==> config.mk <==
export PLATFORM = sky130hd
export DESIGN_NAME = arbitro_somador_sinal
export DESIGN_NICKNAME = d
export VERILOG_FILES = /design/src/rtl/somador_pkg.sv /design/src/rtl/somador_misto.sv /design/src/rtl/arbitro_somador_sinal.sv
export SDC_FILE = /design/constraint.sdc
export NUM_CORES = 1
export LEC_CHECK = 0
export ABC_AREA = 1
export CAP_MARGIN = 20
export CORE_MARGIN = 2
export CORE_UTILIZATION = 44
export CTS_CLUSTER_DIAMETER = 50
export DETAILED_ROUTE_END_ITERATION = 8
export PLACE_DENSITY = 0.82
export RECOVER_POWER = 25
export SLEW_MARGIN = 25
export SYNTH_ARGS = -nofsm -noshare
export SYNTH_HDL_FRONTEND = slang
export SYNTH_HIERARCHICAL = 1
export SYNTH_SLANG_ARGS = --single-unit
==> constraint.sdc <==
create_clock -name clk -period 3.8 [get_ports clk]
set_clock_uncertainty 0.2 [all_clocks]
set_input_delay 0.76 -clock clk [delete_from_list [all_inputs] [get_ports clk]]
set_output_delay 0.76 -clock clk [all_outputs]
set_load 0.02 [all_outputs]
==> src/rtl/somador_pkg.sv <==
// Shared definitions for the mixed-signedness adder arbiter.
//   CODIGO_* : operand interpretation codes carried with every request
//              (first letter = operand A, second letter = operand B,
//               S = signed, U = unsigned).
//   id_width : width of a requester index, never less than one bit.
package somador_pkg;

    localparam logic [1:0] CODIGO_SS = 2'b00;
    localparam logic [1:0] CODIGO_UU = 2'b01;
    localparam logic [1:0] CODIGO_US = 2'b10;
    localparam logic [1:0] CODIGO_SU = 2'b11;

    function automatic int id_width(input int n);
        return (n > 1) ? $clog2(n) : 1;
    endfunction

endpackage

==> src/rtl/somador_misto.sv <==
// Combinational W-bit adder whose operands may each be signed or unsigned.
// Ports:
//   a, b    in   W   operands
//   codigo  in   2   interpretation code (see somador_pkg CODIGO_*)
//   soma    out  W   low W bits of the sum (wrap-around in every mode)
//   ovf     out  1   sum does not fit the range of the selected mode
module somador_misto
    import somador_pkg::*;
#(
    parameter int W = 8
) (
    input  logic [W-1:0] a,
    input  logic [W-1:0] b,
    input  logic [1:0]   codigo,
    output logic [W-1:0] soma,
    output logic         ovf
);

    logic [W+1:0] a_ext;
    logic [W+1:0] b_ext;
    logic [W+1:0] soma_ext;

    // Two guard bits hold every possible sum of a signed and an unsigned
    // W-bit value exactly, so the range checks read the top bits directly.
    always_comb begin
        a_ext = {2'b00, a};
        b_ext = {2'b00, b};
        if (codigo == CODIGO_SS || codigo == CODIGO_SU) begin
            a_ext = {{2{a[W-1]}}, a};
        end
        if (codigo == CODIGO_SS || codigo == CODIGO_US) begin
            b_ext = {{2{b[W-1]}}, b};
        end

        soma_ext = a_ext + b_ext;
        soma     = soma_ext[W-1:0];

        case (codigo)
            // Signed result fits only if the three top bits agree.
            CODIGO_SS: ovf = !((soma_ext[W+1:W-1] == 3'b000) ||
                               (soma_ext[W+1:W-1] == 3'b111));
            CODIGO_UU: ovf = soma_ext[W];
            // Mixed modes target [0, 2^W-1]: negative or >= 2^W both overflow.
            default:   ovf = |soma_ext[W+1:W];
        endcase
    end

endmodule

==> src/rtl/arbitro_somador_sinal.sv <==
// Round-robin arbiter sharing one mixed-signedness adder among NREQ
// requesters, with a single registered result slot on a valid/ready output.
// Ports:
//   clk, rst_n   clock and synchronous active-low reset
//   req_valid    in   NREQ     request i valid
//   req_ready    out  NREQ     request i accepted this cycle (one-hot or zero)
//   req_a/req_b  in   NREQ*W   operands of request i at [W*i +: W]
//   req_codigo   in   NREQ*2   interpretation code of request i at [2*i +: 2]
//   res_valid    out  1        result slot holds a result
//   res_ready    in   1        downstream takes the result
//   res_dado     out  W        sum, low W bits
//   res_id       out  ID_W     requester that produced res_dado
//   res_ovf      out  1        sum out of range for the selected mode
module arbitro_somador_sinal
    import somador_pkg::*;
#(
    parameter  int NREQ = 4,
    parameter  int W    = 8,
    localparam int ID_W = id_width(NREQ)
) (
    input  logic              clk,
    input  logic              rst_n,
    input  logic [NREQ-1:0]   req_valid,
    output logic [NREQ-1:0]   req_ready,
    input  logic [NREQ*W-1:0] req_a,
    input  logic [NREQ*W-1:0] req_b,
    input  logic [NREQ*2-1:0] req_codigo,
    output logic              res_valid,
    input  logic              res_ready,
    output logic [W-1:0]      res_dado,
    output logic [ID_W-1:0]   res_id,
    output logic              res_ovf
);

    logic [ID_W-1:0] rr_ptr;
    logic [ID_W-1:0] grant;
    logic [ID_W-1:0] rr_next;
    logic            found;
    logic            aceita;
    logic            transfer;
    logic [W-1:0]    sel_a;
    logic [W-1:0]    sel_b;
    logic [1:0]      sel_codigo;
    logic [W-1:0]    soma;
    logic            ovf;

    // Search starts at rr_ptr and wraps, so the requester served last has
    // the lowest priority on the next round.
    always_comb begin
        found = 1'b0;
        grant = '0;
        for (int k = 0; k < NREQ; k++) begin
            if (!found && req_valid[(int'(rr_ptr) + k) % NREQ]) begin
                found = 1'b1;
                grant = ID_W'((int'(rr_ptr) + k) % NREQ);
            end
        end
    end

    // The slot can take a new result when empty or when it is being drained
    // on this same edge, which gives one result per cycle without stalls.
    always_comb begin
        aceita    = !res_valid || res_ready;
        transfer  = rst_n && found && aceita;
        req_ready = '0;
        if (transfer) begin
            req_ready[grant] = 1'b1;
        end
        rr_next = (grant == ID_W'(NREQ - 1)) ? '0 : grant + 1'b1;
    end

    // Operand mux feeding the single shared adder.
    always_comb begin
        sel_a      = req_a[int'(grant) * W +: W];
        sel_b      = req_b[int'(grant) * W +: W];
        sel_codigo = req_codigo[int'(grant) * 2 +: 2];
    end

    somador_misto #(
        .W (W)
    ) u_somador (
        .a      (sel_a),
        .b      (sel_b),
        .codigo (sel_codigo),
        .soma   (soma),
        .ovf    (ovf)
    );

    // A new transfer overwrites the slot even if it is being popped on the
    // same edge; a pop alone only clears valid and keeps the payload.
    always_ff @(posedge clk) begin
        if (!rst_n) begin
            res_valid <= 1'b0;
            res_dado  <= '0;
            res_id    <= '0;
            res_ovf   <= 1'b0;
            rr_ptr    <= '0;
        end else if (transfer) begin
            res_valid <= 1'b1;
            res_dado  <= soma;
            res_id    <= grant;
            res_ovf   <= ovf;
            rr_ptr    <= rr_next;
        end else if (res_valid && res_ready) begin
            res_valid <= 1'b0;
        end
    end

endmodule

# --- Word-level counts from Yosys, hierarchy flattened ---
# Cells that the tools add are included.
word_totals:
  word_cells: 78
  inputBits: 79
  ff_bits: 14
  out_inout_bits: 16
classes:
  add_sub_neg: 5
  n_bitwise: 3
  shift: 3
  magnitude_cmp: 6
  eq_ne: 5
  reduce_logical: 23
  mux: 28
op_table:
  columns: ["operator", "count"]
  rows:
  - ["$shiftx 32x6->8", 2]
  - ["$mux 10", 2]
  - ["$mux 1", 14]
  - ["$lt 3x4->1 const B", 3]
  - ["$add 10x10->10", 1]
  - ["$mux 2", 5]
  - ["$bmux 1 s2", 4]
  - ["$reduce_or 2->1", 4]
  - ["$shiftx 8x4->2", 1]
  - ["$logic_and 1x1->1", 7]
  - ["$eq 2x2->1 const B", 3]
  - ["$lt 2x3->1 const B", 2]
  - ["$logic_not 1->1", 5]
  - ["$add 2x1->2 const B", 2]
  - ["$add 2x2->2 const B", 2]
  - ["$logic_or 1x1->1", 4]
  - ["$mux 4", 1]
  - ["$and 1x1->1 const A", 3]
  - ["$eq 3x3->1 const B", 1]
  - ["$logic_not 3->1", 1]
  - ["$demux 1 s2", 1]
  - ["$eq 2x1->1 const B", 1]
  - ["$ge 2x1->1 const B", 1]
  - ["$logic_not 2->1", 1]
  - ["other kinds (2)", 2]

# --- Depth between registers and ports, before layout ---
# Gate-level depths: netlist of the first run.
depth:
  word_depth: 23
  ltp_mapped: 29
  ltp_nobuf: 27

# --- Cells and area by module ---
# The synthesis of the first run kept the hierarchy.
modules_own_cells:
  columns: ["mod", "area_each_um2", "cells_per_inst", "instances", "seq_area_each_um2"]
  rows:
  - ["arbitro_somador_sinal", 1799.2, 344, 1, 280.3]
  - ["somador_misto", 515.5, 95, 1, 0.0]

# --- Worst setup path after synthesis of the first run ---
# OpenSTA, ideal clock, no wires.
synth_path:
  path_type: "in2reg"
  start: "in req_valid[3]"
  end: "reg res_ovf"
  required_ns: 3.542
  arrival_time_ns: 3.229
  cell_stages: 22
  path_slack_ns: 0.313
  n_path_buf: 2
  setup_time_ns: 0.058
  cell_sequence: "inv_1 -> nand2_2 -> nand3_1 -> nand2_1 -> nor2_2 -> nand3_2 -> buf_2 -> buf_6 -> nand4_1 -> nand3_1 -> nand2_1 -> inv_1 -> ha_1 -> nor2_1 -> ha_1 -> a31oi_1 -> nand3_1 -> nand3_1 -> nand2_1 -> a21oi_1 -> nand2_1 -> nand2_1"
synth_between:
  elab_chain_cells: 21
  word_cells_on_any_way: 45
  cone_classes: "add/sub (1); eq/ne (4); shift (3); mux (22); reduce/logical (15)"
synth_lines:
  columns: ["element", "line_no", "rtl"]
  rows:
  - ["start, declared", "arbitro_somador_sinal.sv:23", "input logic [NREQ-1:0] req_valid,"]
  - ["$bmux 1 s2", "arbitro_somador_sinal.sv:53", "if (!found && req_valid[(int'(rr_ptr) + k) % NREQ]) begin"]
  - ["$mux 1 (not written as such)", "arbitro_somador_sinal.sv:53", null]
  - ["$mux 1", "arbitro_somador_sinal.sv:53", null]
  - ["$logic_not 1->1", "arbitro_somador_sinal.sv:53", null]
  - ["$logic_and 1x1->1", "arbitro_somador_sinal.sv:53", null]
  - ["$mux 1", "arbitro_somador_sinal.sv:53", null]
  - ["$logic_not 1->1", "arbitro_somador_sinal.sv:53", null]
  - ["$logic_and 1x1->1", "arbitro_somador_sinal.sv:53", null]
  - ["[... 5 more ...]", null, null]
  - ["net sel_codigo[0]", "arbitro_somador_sinal.sv:43", "logic [1:0] sel_codigo;"]
  - ["[... 1 more ...]", null, null]
  - ["$logic_or 1x1->1, on equally long branches", "somador_misto.sv:28, somador_misto.sv:31", null]
  - ["$mux 10, on equally long branches", "somador_misto.sv:28, somador_misto.sv:31", null]
  - ["$add 10x10->10", "somador_misto.sv:35", "soma_ext = a_ext + b_ext;"]
  - ["$eq 3x3->1 or $logic_not 3->1 (tied branches)", "somador_misto.sv:41, somador_misto.sv:40", null]
  - ["$logic_or 1x1->1", "somador_misto.sv:40", "CODIGO_SS: ovf = !((soma_ext[W+1:W-1] == 3'b000) ||"]
  - ["$logic_not 1->1", "somador_misto.sv:40", null]
  - ["$pmux 1 s2 *", "somador_misto.sv:38", "case (codigo)"]
  - ["net ovf", "arbitro_somador_sinal.sv:45", "logic ovf;"]
  - ["end signal, assigned", "arbitro_somador_sinal.sv:102", "res_ovf <= ovf;"]
  - ["end, declared", "arbitro_somador_sinal.sv:32", "output logic res_ovf"]
# Mark *: on every way through the listed nets, which the timed path passes. The rest lies on a longest branch. The select of a mux whose other input is x is not followed.
# A chain may end at the register's enable or synchronous reset.

# --- Final worst setup path of the first run ---
layout_path:
  start: "in req_valid[2]"
  end: "reg res_ovf"
# Same word-level chain as after synthesis.

==> results of run 1 <==
==> flip-flops by register name (all words and copies together) (netlist names) <==
| name | count |
|---|---|
| res_dado | 8 |
| res_id | 2 |
| res_ovf | 1 |
| res_valid | 1 |
| rr_ptr | 2 |
==> tightest hold or removal path, delay by kind of cell, from the launching register on <==
family,cells,cell delay [ps]
flops,1,300
compound gates,1,50
simple gates,1,60
==> what timing repair did <==
| item | 4_1_cts | 5_1_grt |
|---|---|---|
| buffers inserted | 0 | 1 |
| resized for setup | 9 | 32 |
| gates cloned | 1 | 2 |
| endpoints found under the setup margin | 5 | 8 |
| pin swaps | 1 | 9 |
==> worst paths after layout <==
path,end,depth (start not counted),from
worst max-delay path,res_ovf,29,req_valid[2]
worst max register to register,res_ovf,28,rr_ptr[1]
worst min-delay path,res_id[1],2,res_id[1]
worst min register to register,res_id[1],2,res_id[1]
==> cell families after synthesis <==
group           after synthesis  share of synthesized area
compound gates                9                    0.02054
xor+xnor                      5                    0.01892
fa+ha+maj                    13                    0.07351
buf+inv                     126                     0.2324
flops                        14                     0.1211
simple gates                272                     0.5335
==> area by class of cell <==
class | instances | area (sq um) | area share
inverter | 105 | 396.6 | 0.1031
tap | 70 | 87.58 | 0.02276
multi-input combinational | 299 | 1629 | 0.4233
timing repair buffer | 140 | 1414 | 0.3674
clock buffer | 3 | 41.29 | 0.01073
sequential | 14 | 280.3 | 0.07282
==> cells in the final DEF (no fill, tap or decap), drive strengths merged, types with 7 or more instances in the layout <==
cell type,Yosys,routed
nand4,36,36
ha,12,12
dlygate4sd3,0,7
nand3,65,65
inv,105,105
nand2,147,147
dfxtp,14,14
nor2,22,22
buf,20,43
clkdlybuf4s50,0,79
==> layer usage <==
| metal | share of wire | routed length [microns] | GRT usage | up-vias |
|---|---|---|---|---|
| met3 | 0.068 | 511 | 0.02014 | 18 |
| li1 | - | - | - | 1614 |
| met1 | 0.40 | 3002 | 0.2674 | 1403 |
| met5 | 0 | 0 | 0 | - |
| met4 | 0.024 | 184 | 0.07091 | 0 |
| met2 | 0.51 | 3829 | 0.4575 | 171 |
==> stage by stage <==
| stage | TNS, ps | setup WS [ps] | utilization |
|---|---|---|---|
| 2_1_floorplan | 0 | 313.0 | - |
| 3_3_place_gp | -420.8 | -187.0 | 0.6979 |
| 6_report | 0 | 262.9 | 0.7536 |
| 5_1_grt | -34.63 | -34.63 | 0.7536 |
| 4_1_cts | 0 | 2.135 | 0.7156 |
| 3_5_place_dp | -1207 | -329.6 | 0.6979 |
==> impl_metrics.csv, run 1 <==
group,metric,value,unit
outcome,status,"finished clean",
synthesis,synth_top_cell_area_share,0.2319,
synthesis,synth_edf_count,0,
clock_tree,root_buffer,"clkbuf_8",
placement,placed_area,3565,sq um
job,maxCapViolCount,0,
critical_path,critPathMostFrequentCell,"nand2_1",
floorplan,rows,26,
placement,place.gp.congestion,0.8645,
sta,worst_pin_slew,296.5,ps
critical_path,critPathRequiredTime,3790,ps
sta,drv_slew,0,
synthesis,yosysTopAreaCell,"nand2_1",
global_route,antenna_found_initial,0,
global_route,grt_max_degree,37,
floorplan,ioPinCount,95,
clock_tree,tritoncts,"yes",
routing,drt-wirelength-per-cell,11.93,microns
global_route,gr-total-overflow,0,
synthesis,synthTopCellsByArea,"nand2_1 (23%), inv_1 (17%), nand3_1 (13%)",
synthesis,netlist_area,2315,sq um
layout,stdcell_count,631,
critical_path,cp-start-kind,"primary input",
placement,hpwl,5.551,mm
global_route,grt_pass1_wl,11.90,mm
sta,fmax,0.2827,GHz
routing,num_vias,3206,
clock_tree,clock_latency,240,ps
placement,place_inst,624,
layout,drive_gt1_frac,0.1497,
global_route,grt_pass1_vias,2976,
routing,viasPerCell,5.081,
critical_path,critPathBufInv,4,
global_route,grt_usage,0.2348,
routing,firstDrtPassIters,5,
critical_path,criticalPathCategory,"primary input to flop",
clock_tree,cts_buffers,3,
synthesis,synth_nets,531,
floorplan,die_area,5857,sq um
layout,fin_nets,655,
clock_tree,postCtsHoldBufs,0,
placement,port_buffers,94,
routing,antenna_left,0,
critical_path,crit_fanout,8,
sta,hold_ws,257.3,ps
critical_path,crit_family,"simple AND/OR/NAND/NOR gates",
layout,num_antenna_cells,0,
critical_path,slowest_stage,"ha_1",
synthesis,yosysMostFrequentCell,"nand2_1",
critical_path,r2r_setup_slack,360,ps
layout,final_area,3849,sq um
sta,hold_viol_final,0,
clock_tree,path_clk_slew,50,ps
min_path,hold_class,"flop to flop",
sta,relSlewSlack,0.8014,
layout,fill_cells,398,
synthesis,synth.avg_cell_area,5.273,sq um
sta,finalCriticalPeriod,3537,ps
synthesis,synth-warning-count,6,
routing,drc,0,
layout,synthToLayoutAreaGrowth,66.27,%
routing,wl,7.527,mm
synthesis,synthTopCellsByCount,"nand2_1 (143), inv_1 (102), nand3_1 (61)",
synthesis,syn_inst,439,
synthesis,ys.flop_type,"dfxtp_1",
floorplan,core_area,5107,sq um
sta,fin_crit_sh,0.9308,
synthesis,async_reset_ff_frac,0,
floorplan,die_x,76.53,microns
critical_path,endpoint_kind,"flop",
floorplan,start_util,0.4532,
clock_tree,h-tree-depth,1,
floorplan,die_h,76.53,microns
clock_tree,clock_sinks,14,
routing,drt-initial-drc-count,153,
critical_path,max_stage_delay,310,ps
sta,setup_violations,0,
synthesis,yosysSeqAreaShare,0.1211,
synthesis,netlist-cell-type-count,24,
synthesis,synth_seq_cells,14,
clock_tree,clock_path_buffers,2,
critical_path,arrival,3530,ps
Power of run 1 is left out: the tool's default activity adds up to more than one toggle a clock period on the data nets, which glitch-free logic cannot reach.
==> run 2: changes to the inputs <==
==> constraint.sdc (replaced) <==
create_clock -name clk -period 3.8 [get_ports clk]
set_clock_uncertainty 0.2 [all_clocks]
set_input_delay 0.76 -clock clk [delete_from_list [all_inputs] [get_ports clk]]
set_output_delay 0.76 -clock clk [all_outputs]
set_load 0.05 [all_outputs]
==> impl_metrics.csv, run 2 (synthesis gave the netlist of run 1 again) <==
group,metric,value,unit
floorplan,ioPinCount,95,
min_path,hold_class,"flop to flop",
clock_tree,tritoncts,"yes",
clock_tree,clock_path_buffers,2,
sta,fmax,0.2814,GHz
global_route,grt_usage,0.2484,
floorplan,rows,26,
clock_tree,h-tree-depth,1,
critical_path,crit_fanout,12,
clock_tree,clock_latency,240,ps
floorplan,start_util,0.4532,
critical_path,rr_worst_depth,27,
sta,worst_pin_slew,512.6,ps
floorplan,die_h,76.53,microns
clock_tree,path_clk_slew,50,ps
critical_path,critPathRequiredTime,3730,ps
placement,hpwl,5.648,mm
job,maxCapViolCount,0,
routing,firstDrtPassIters,6,
outcome,status,"finished clean",
floorplan,die_x,76.53,microns
global_route,grt_pass1_wl,12.60,mm
global_route,antenna_found_initial,0,
floorplan,die_area,5857,sq um
sta,drv_slew,0,
sta,fin_crit_sh,0.9352,
critical_path,max_stage_delay,340,ps
critical_path,critPathMostFrequentCell,"nand2_1",
layout,drive_gt1_frac,0.1676,
layout,num_antenna_cells,0,
critical_path,slowest_stage,"fa_2",
routing,antenna_left,0,
routing,drt-initial-drc-count,174,
layout,fin_nets,655,
clock_tree,clock_sinks,14,
routing,drt-wirelength-per-cell,12.34,microns
placement,place_inst,618,
global_route,grt_max_degree,37,
routing,viasPerCell,5.095,
layout,largest_reg_flops,8,
clock_tree,cts_buffers,3,
placement,place.gp.congestion,0.9253,
routing,drc,0,
layout,largestRegisters,"res_dado: 8 flops, res_id: 2 flops, rr_ptr: 2 flops",
min_path,min_from,"res_dado[6]",
global_route,gr-total-overflow,0,
sta,rsz0062_at_grt,"no",
routing,num_vias,3215,
min_path,hold_depth,2,
sta,fin_ws,246.2,ps
clock_tree,postCtsHoldBufs,0,
layout,stdcell_count,631,
critical_path,cp-start-kind,"primary input",
floorplan,core_area,5107,sq um
critical_path,criticalPathCategory,"primary input to flop",
layout,final_common_cell,"nand2_1",
critical_path,r2r_setup_slack,290,ps
clock_tree,root_buffer,"clkbuf_8",
sta,finalCriticalPeriod,3554,ps
critical_path,rr_endpoint,"res_ovf",
sta,hold_viol_final,0,
placement,dp_slack,-280.5,ps
min_path,hold_end,"res_dado[6]",
routing,wl,7.786,mm
critical_path,r2r_start,"rr_ptr[1]",
critical_path,endpoint_kind,"flop",
critical_path,arrival,3490,ps
global_route,grt_pass1_vias,3063,
placement,port_buffers,94,
sta,setup_violations,0,
layout,synthToLayoutAreaGrowth,68.32,%
layout,layout_common_cells,"nand2_1 (133), inv_1 (96), clkdlybuf4s50_1 (82)",
layout,regMostFlops,"res_dado",
sta,relSlewSlack,0.6572,
## run 2: changes by cell type in the layout (fill, tap and decap cells not counted), moves of 2 or more
cell / previous run / this run
buf_12: 5 / 8
dlygate4sd2_1: 4 / 0
clkdlybuf4s50_1: 79 / 82
nand2_2: 9 / 11
inv_2: 4 / 8
nand2_4: 1 / 3
inv_1: 100 / 96
dlygate4sd3_1: 7 / 4
nand2_1: 137 / 133
## run 2: worst max-delay path, delay by kind of cell
kind / cells / cell delay, ps
AND/OR/NAND/NOR: 20 / 1660
buffers and inverters: 4 / 480
adder cells (fa/ha/maj): 2 / 540
AO/OA/AOI/OAI: 1 / 50
## run 2: worst max-delay path by stage
stage                       startpoint  depth (start not counted)  slack, ps       to
after floorplan           req_valid[3]                         22        310  res_ovf
after global placement    req_valid[3]                         25       -160  res_ovf
after detailed placement  req_valid[3]                         25       -280  res_ovf
after CTS                 req_valid[3]                         26          3  res_ovf
after global routing      req_valid[1]                         29         20  res_ovf
final                     req_valid[0]                         27        250  res_ovf
## run 2: routing by layer
metal	track usage	part of all wire	vias to the layer above
met5	0	0	-
met4	0.07091	0.011	0
met3	0.02607	0.060	10
met2	0.4708	0.51	151
met1	0.2926	0.41	1446
li1	-	-	1608
## run 2: final cells by class
cell class                      count  area (sq um)
Clock buffer                        3         41.29
Fill cell                         367          1211
Inverter                          105         396.6
Multi-Input combinational cell    299          1624
Sequential cell                    14         280.3
Tap cell                           70         87.58
Timing Repair Buffer              140          1466
## run 2: metrics by stage
step                  util  instance area (sq um)  hold WS (ps)  TNS (ps)
floorplan                -                   2315         317.5         0
global placement    0.6970                   3560         252.7    -207.0
detailed placement  0.6970                   3560         257.9    -437.4
CTS                 0.7261                   3709         262.9         0
global route        0.7629                   3896         283.2         0
finish              0.7629                   3896         256.4         0
## run 2: repair_timing
| action | CTS | global route |
|---|---|---|
| gates resized for setup | 10 | 31 |
| gates cloned | 2 | 2 |
| pin swaps | 7 | 20 |
| setup endpoints to repair | 1 | 7 |
| buffers inserted | 0 | 6 |
Power of run 2 is left out for the same reason.
